### src/rtl/vga_capture_rx.sv
// ---------------------------------------------------------------------------
// vga_capture_rx
//   Receive side of a VGA link. Samples hsync/vsync/RGB on pix_en, recovers
//   the pixel coordinates and checks the line/frame timing. Once a number of
//   consecutive frames have matched the timing parameters, one pix_valid
//   strobe is issued per active pixel.
//
// Ports
//   clk            system clock
//   reset          asynchronous, active-low
//   pix_en_i       pixel-sample enable; inputs are only sampled when 1
//   hsync_i        horizontal sync (asserted level = SYNC_POL)
//   vsync_i        vertical sync   (asserted level = SYNC_POL)
//   red_i/green_i/blue_i   colour channels, COLOR_W bits each
//   pix_valid_o    one-clk strobe per active pixel while locked
//   pix_x_o        active column
//   pix_y_o        active row
//   pix_rgb_o      {red,green,blue} of the strobed pixel
//   frame_start_o  one-clk strobe coincident with pix_valid_o at (0,0)
//   locked_o       timing locked
//   timing_err_o   one-clk strobe when a timing check fails while locked
//
// FSM states
//   state      | meaning
//   SEARCH     | waiting for the first vsync edge after reset
//   MEASURE    | counting consecutive clean frames
//   LOCKED     | timing confirmed, pixel strobes enabled
// ---------------------------------------------------------------------------
module vga_capture_rx #(
    parameter int   H_ACTIVE    = 640,
    parameter int   H_FP        = 16,
    parameter int   H_SYNC      = 96,
    parameter int   H_BP        = 48,
    parameter int   V_ACTIVE    = 480,
    parameter int   V_FP        = 10,
    parameter int   V_SYNC      = 2,
    parameter int   V_BP        = 33,
    parameter logic SYNC_POL    = 1'b0,
    parameter int   COLOR_W     = 4,
    parameter int   LOCK_FRAMES = 2
) (
    input  logic                   clk,
    input  logic                   reset,
    input  logic                   pix_en_i,
    input  logic                   hsync_i,
    input  logic                   vsync_i,
    input  logic [COLOR_W-1:0]     red_i,
    input  logic [COLOR_W-1:0]     green_i,
    input  logic [COLOR_W-1:0]     blue_i,
    output logic                   pix_valid_o,
    output logic [9:0]             pix_x_o,
    output logic [9:0]             pix_y_o,
    output logic [3*COLOR_W-1:0]   pix_rgb_o,
    output logic                   frame_start_o,
    output logic                   locked_o,
    output logic                   timing_err_o
);

    typedef enum logic [1:0] {
        ST_SEARCH  = 2'd0,
        ST_MEASURE = 2'd1,
        ST_LOCKED  = 2'd2
    } state_t;

    localparam logic [10:0] CNT_MAX = 11'h7FF;
    localparam logic [10:0] H_TOTAL = 11'(H_ACTIVE + H_FP + H_SYNC + H_BP);
    localparam logic [10:0] V_TOTAL = 11'(V_ACTIVE + V_FP + V_SYNC + V_BP);
    localparam logic [10:0] X0      = 11'(H_SYNC + H_BP);
    localparam logic [10:0] X1      = 11'(H_SYNC + H_BP + H_ACTIVE);
    localparam logic [10:0] Y0      = 11'(V_SYNC + V_BP);
    localparam logic [10:0] Y1      = 11'(V_SYNC + V_BP + V_ACTIVE);
    localparam logic [3:0]  LOCK_N  = 4'(LOCK_FRAMES);

    // Stage 1: input capture
    logic                 s1_new_q;
    logic                 s1_hs_q;
    logic                 s1_vs_q;
    logic [3*COLOR_W-1:0] s1_rgb_q;

    always_ff @(posedge clk or negedge reset) begin
        if (!reset) begin
            s1_new_q <= 1'b0;
            s1_hs_q  <= 1'b0;
            s1_vs_q  <= 1'b0;
            s1_rgb_q <= '0;
        end else begin
            s1_new_q <= pix_en_i;
            if (pix_en_i) begin
                s1_hs_q  <= hsync_i;
                s1_vs_q  <= vsync_i;
                s1_rgb_q <= {red_i, green_i, blue_i};
            end
        end
    end

    // Stage 2: edge detect, counters, checks
    state_t       state_q, state_d;
    logic [3:0]   good_q, good_d;
    logic [10:0]  hcnt_q, hcnt_d;
    logic [10:0]  vcnt_q, vcnt_d;
    logic [10:0]  hedges_q, hedges_d;      // h_edges since the last v_edge
    logic         hs_prev_q, hs_prev_d;    // previous sample asserted
    logic         vs_prev_q, vs_prev_d;
    logic         h_seen_q, h_seen_d;      // a line start exists to measure from
    logic         frame_bad_q, frame_bad_d;

    logic hs_act, vs_act, h_edge, v_edge;
    logic line_fail, frame_fail, sat_fail, any_fail;

    assign hs_act = (s1_hs_q == SYNC_POL);
    assign vs_act = (s1_vs_q == SYNC_POL);
    assign h_edge = s1_new_q & hs_act & ~hs_prev_q;
    assign v_edge = s1_new_q & vs_act & ~vs_prev_q;

    assign line_fail  = h_edge & h_seen_q &
                        (({1'b0, hcnt_q} + 12'd1) != {1'b0, H_TOTAL});
    // The h_edge coincident with a v_edge closes the frame being checked.
    assign frame_fail = v_edge &
                        (({1'b0, hedges_q} + {11'b0, h_edge}) != {1'b0, V_TOTAL});
    // Fires once, on the sample that takes hcnt into saturation.
    assign sat_fail   = s1_new_q & ~h_edge & (hcnt_q == (CNT_MAX - 11'd1));
    assign any_fail   = line_fail | frame_fail | sat_fail;

    always_comb begin
        hcnt_d      = hcnt_q;
        vcnt_d      = vcnt_q;
        hedges_d    = hedges_q;
        hs_prev_d   = hs_prev_q;
        vs_prev_d   = vs_prev_q;
        h_seen_d    = h_seen_q;
        frame_bad_d = frame_bad_q;
        if (s1_new_q) begin
            hs_prev_d = hs_act;
            vs_prev_d = vs_act;
            if (h_edge)
                hcnt_d = '0;
            else if (hcnt_q != CNT_MAX)
                hcnt_d = hcnt_q + 11'd1;
            if (v_edge)
                vcnt_d = '0;
            else if (h_edge && vcnt_q != CNT_MAX)
                vcnt_d = vcnt_q + 11'd1;
            if (v_edge)
                hedges_d = '0;
            else if (h_edge && hedges_q != CNT_MAX)
                hedges_d = hedges_q + 11'd1;
            if (h_edge)
                h_seen_d = 1'b1;
            if (v_edge)
                frame_bad_d = 1'b0;
            else if (line_fail || sat_fail)
                frame_bad_d = 1'b1;
        end
    end

    // FSM process 1: state register (counters share the register block)
    always_ff @(posedge clk or negedge reset) begin
        if (!reset) begin
            state_q     <= ST_SEARCH;
            good_q      <= '0;
            hcnt_q      <= '0;
            vcnt_q      <= '0;
            hedges_q    <= '0;
            hs_prev_q   <= 1'b0;
            vs_prev_q   <= 1'b0;
            h_seen_q    <= 1'b0;
            frame_bad_q <= 1'b0;
        end else begin
            state_q     <= state_d;
            good_q      <= good_d;
            hcnt_q      <= hcnt_d;
            vcnt_q      <= vcnt_d;
            hedges_q    <= hedges_d;
            hs_prev_q   <= hs_prev_d;
            vs_prev_q   <= vs_prev_d;
            h_seen_q    <= h_seen_d;
            frame_bad_q <= frame_bad_d;
        end
    end

    // FSM process 2: next state
    always_comb begin
        state_d = state_q;
        good_d  = good_q;
        if (s1_new_q) begin
            case (state_q)
                ST_SEARCH: begin
                    if (v_edge) begin
                        state_d = ST_MEASURE;
                        good_d  = '0;
                    end
                end
                ST_MEASURE: begin
                    if (any_fail) begin
                        good_d = '0;
                    end else if (v_edge) begin
                        if (frame_bad_q) begin
                            good_d = '0;
                        end else if (good_q + 4'd1 == LOCK_N) begin
                            state_d = ST_LOCKED;
                            good_d  = '0;
                        end else begin
                            good_d = good_q + 4'd1;
                        end
                    end
                end
                ST_LOCKED: begin
                    if (any_fail) begin
                        state_d = ST_MEASURE;
                        good_d  = '0;
                    end
                end
                default: begin
                    state_d = ST_SEARCH;
                    good_d  = '0;
                end
            endcase
        end
    end

    // FSM process 3: outputs (computed on the sample's own coordinates)
    logic       active;
    logic [9:0] pix_x_calc, pix_y_calc;
    logic       pix_valid_d, frame_start_d, timing_err_d;

    always_comb begin
        active        = (hcnt_d >= X0) && (hcnt_d < X1) &&
                        (vcnt_d >= Y0) && (vcnt_d < Y1);
        pix_x_calc    = 10'(hcnt_d - X0);
        pix_y_calc    = 10'(vcnt_d - Y0);
        pix_valid_d   = s1_new_q && (state_q == ST_LOCKED) && !any_fail && active;
        frame_start_d = pix_valid_d && (pix_x_calc == 10'd0) && (pix_y_calc == 10'd0);
        timing_err_d  = s1_new_q && (state_q == ST_LOCKED) && any_fail;
    end

    always_ff @(posedge clk or negedge reset) begin
        if (!reset) begin
            pix_valid_o   <= 1'b0;
            frame_start_o <= 1'b0;
            timing_err_o  <= 1'b0;
            pix_x_o       <= '0;
            pix_y_o       <= '0;
            pix_rgb_o     <= '0;
        end else begin
            pix_valid_o   <= pix_valid_d;
            frame_start_o <= frame_start_d;
            timing_err_o  <= timing_err_d;
            if (pix_valid_d) begin
                pix_x_o   <= pix_x_calc;
                pix_y_o   <= pix_y_calc;
                pix_rgb_o <= s1_rgb_q;
            end
        end
    end

    assign locked_o = (state_q == ST_LOCKED);

endmodule
### config.mk
export PLATFORM = sky130hd
export DESIGN_NAME = vga_capture_rx
export DESIGN_NICKNAME = d
export VERILOG_FILES = /design/src/rtl/vga_capture_rx.sv
export SDC_FILE = /design/constraint.sdc
export NUM_CORES = 1
export LEC_CHECK = 0
export ABC_AREA = 1
export BUFFER_PORTS_ARGS = -buffer_cell sky130_fd_sc_hd__clkbuf_2
export CAP_MARGIN = 10
export CORE_AREA = 2 2 125 152
export CTS_BUF_LIST = sky130_fd_sc_hd__clkbuf_4
export DETAILED_ROUTE_END_ITERATION = 6
export DIE_AREA = 0 0 127 154
export HOLD_SLACK_MARGIN = 0.02
export SKIP_CTS_REPAIR_TIMING = 1
export SLEW_MARGIN = 20
export SYNTH_ARGS = -nofsm -noshare
export SYNTH_HDL_FRONTEND = slang
export SYNTH_SLANG_ARGS = --single-unit
### constraint.sdc
create_clock -name clk -period 2.8 [get_ports clk]
set_input_delay 0.56 -clock clk [delete_from_list [all_inputs] [get_ports clk]]
set_output_delay 0.56 -clock clk [all_outputs]
set_load 0.005 [all_outputs]
==> flow_summary_export.csv <==
group,metric,value,unit
worst_setup_path,worst-setup-path-type,"reg2reg",
cts,clock_latency,0.50,ns
sta,clock_skew,0.0165,ns
run,cap_violations,0,
detailed_routing,avgRoutedWirePerCell,13.2,um
die,initial_utilization,29.8,%
detailed_routing,drt-pass1-iter-count,4,
detailed_routing,drt_iter0_markers,198,
sta,hold_slack,0.0351,ns
cts,ctsRootBufferMaster,"clkbuf_4",
synthesis,synth_edf_count,0,
layout,stdcell_count,1016,
layout,final_cell_mix,"nand2_1 (231), dfrtp_1 (93), inv_1 (77)",
global_route,grt-ovfl-total,0,
hold_path,min_path_type,"in2async",
placement,dpl.cell_count,978,
power,powerDensity,507,nW/um^2
placement,dp_worst_setup_slack,-0.0335,ns
die,die_x,127,um
synthesis,synth_top_flop_cell,"dfrtp_1",
worst_setup_path,critPathRequiredTime,3.21,ns
layout,antenna_cells,0,
global_route,antenna_found_initial,1,
sta,fin_ws,0.171,ns
die,die_area,19600,sq um
synthesis,synth_area_per_cell,7.58,sq um
synthesis,synth.distinct_cells,39,
die,die_h,154,um
worst_setup_path,crit_fanout,8,
detailed_routing,via_per_inst,4.73,
sta,hold_violations,0,
cts,cts_buffers,9,
global_route,grt_pass1_wl,22200,um
placement,place_congestion,0.861,
layout,final_common_cell,"nand2_1",
status,status,"complete, no violations",
layout,area_growth,19.8,%
synthesis,syn_nets,734,
cts,cts_tree,"done",
worst_setup_path,worstSetupStartpointType,"flop",
cts,h-tree-depth,3,
detailed_routing,postRouteAntennaNets,0,
sta,fmax,380,MHz
cts,clock_sinks,93,
synthesis,ys_seq_area_share,43.5,%
power,p_leak,3.37,nW
detailed_routing,remaining_drc_errors,0,
synthesis,syn_inst,706,
global_route,grt_max_degree,51,
sta,setup_viol,0,
synthesis,ys_ff_latch,93,
die,ioPinCount,53,
cts,clock_path_buffers,2,
synthesis,synth_area,5350,sq um
worst_setup_path,r2r_cells,20,
power,peakVddDrop,0.288,mV
detailed_routing,wl,13400,um
die,rows,54,
worst_setup_path,regToRegStartpoint,"hcnt_q[1]",
sta,setup_tns,0,ns
placement,portBuffers,52,
synthesis,async_reset_ff_share,100,%
layout,drive_gt1_share,22.0,%
cts,path_clk_slew,0.16,ns
worst_setup_path,r2r_slack,0.17,ns
synthesis,ys.warnings.count,0,
global_route,grt_pass1_vias,4654,
global_route,grt_use_total,13.9,%
worst_setup_path,worstSetupEndpointType,"flop",
layout,nNetsFinal,815,
sta,max-slew-margin-rel,60.5,%
sta,fin_crit,2.63,ns
worst_setup_path,cp.arrival,3.04,ns
sta,finalCritPeriodShare,93.9,%
worst_setup_path,rr_endpoint,"pix_y_o[0]",
die,placeableCoreArea,18000,sq um
placement,hpwlAfterDp,9490,um
sta,slew_viol_final,0,
sta,tightest_slew,0.593,ns
detailed_routing,vias,4804,
==> through the flow <==
step	util (%)	power (mW)	area (sq um)
after floorplan	-	2.14	5350
after global placement	32.9	2.40	5920
after detailed placement	32.9	2.40	5920
after CTS	33.7	3.15	6050
after global routing	35.7	3.49	6410
final	35.7	3.25	6410
==> Yosys cell counts (2+ instances only) <==
library cell / count / area, sq um
xor2_1: 2 / 17.5
nor4_1: 3 / 18.8
nand3_2: 6 / 60.1
nor3_2: 2 / 20.0
nand3_1: 59 / 295
nand2_2: 5 / 31.3
nor2_1: 51 / 191
inv_2: 8 / 30.0
buf_2: 9 / 45.0
o21ai_0: 24 / 120
nand4_1: 44 / 275
nor2_2: 6 / 37.5
dfrtp_1: 93 / 2330
ha_1: 11 / 138
clkbuf_1: 6 / 22.5
nand2_1: 236 / 886
nand3_4: 3 / 52.6
mux2_2: 12 / 135
nor2_8: 2 / 40.0
nor3_1: 9 / 45.0
o21ai_1: 4 / 20.0
a21oi_1: 12 / 60.1
buf_6: 4 / 45.0
inv_1: 79 / 297
xnor2_1: 2 / 17.5
==> worst max-delay path, cell delays in order (launching register included) <==
cell	delay, ns
dfrtp_1	0.43
ha_4	0.18
nand2_4	0.06
nor2_4	0.18
nand3_4	0.11
nand2_2	0.07
inv_1	0.05
nand2_1	0.07
nand2_2	0.07
inv_2	0.07
ha_4	0.12
nand3_2	0.07
nor2_2	0.13
nand2_1	0.07
nor3_2	0.20
nor2_2	0.09
nor2_8	0.12
buf_12	0.14
nand3_4	0.15
nand2_1	0.10
nand2_1	0.05
==> per-layer routing <==
| layer | vias up | global-route usage (%) | part of all wire (%) |
|---|---|---|---|
| met3 | 18 | 3.90 | 4.6 |
| li1 | 2461 | - | - |
| met5 | - | 0 | 0 |
| met4 | 0 | 5.18 | 2.2 |
| met1 | 2229 | 17.3 | 43 |
| met2 | 96 | 22.9 | 50 |
==> worst max-delay path by stage <==
stage,start,endpoint,slack [ns]
6_report,hcnt_q[1],pix_y_o[0],0.17
5_1_grt,hcnt_q[1],pix_y_o[8],-0.03
3_3_place_gp,hcnt_q[0],pix_x_o[2],0.003
3_5_place_dp,hcnt_q[1],pix_x_o[6],-0.03
2_1_floorplan,hcnt_q[0],pix_y_o[8],0.28
4_1_cts,hcnt_q[1],pix_x_o[9],-0.06
==> state kept, by name, summed over array words and instances, names as in the netlist, 2 cells and up <==
signal / count
good_q: 4
hcnt_q: 11
hedges_q: 11
pix_rgb_o: 12
pix_x_o: 10
pix_y_o: 10
s1_rgb_q: 12
state_q: 2
vcnt_q: 11
==> final cells by class <==
type,count,area (sq um)
fill,1931,11600
multi-input combinational,508,2740
sequential,93,2330
timing repair buffer,88,604
inverter,87,329
tap,224,280
clock buffer,9,67.6
clock inverter,7,65.1
==> cells by family after synthesis <==
family,after synthesis,share of synthesized area (%)
mux,12,2.53
simple gates,430,37.2
xor+xnor,4,0.655
compound gates,48,5.08
fa+ha+maj,11,2.57
flops,93,43.5
buf+inv,108,8.42
==> where the power goes <==
group	leakage, nW	switching, mW	total (mW)	internal (mW)
Combinational	2.05	0.602	0.944	0.341
Sequential	1.24	0.122	1.57	1.45
Clock	0.0766	0.530	0.737	0.208
Total	3.37	1.25	3.25	2.00
(Power assumes the default switching activity.)
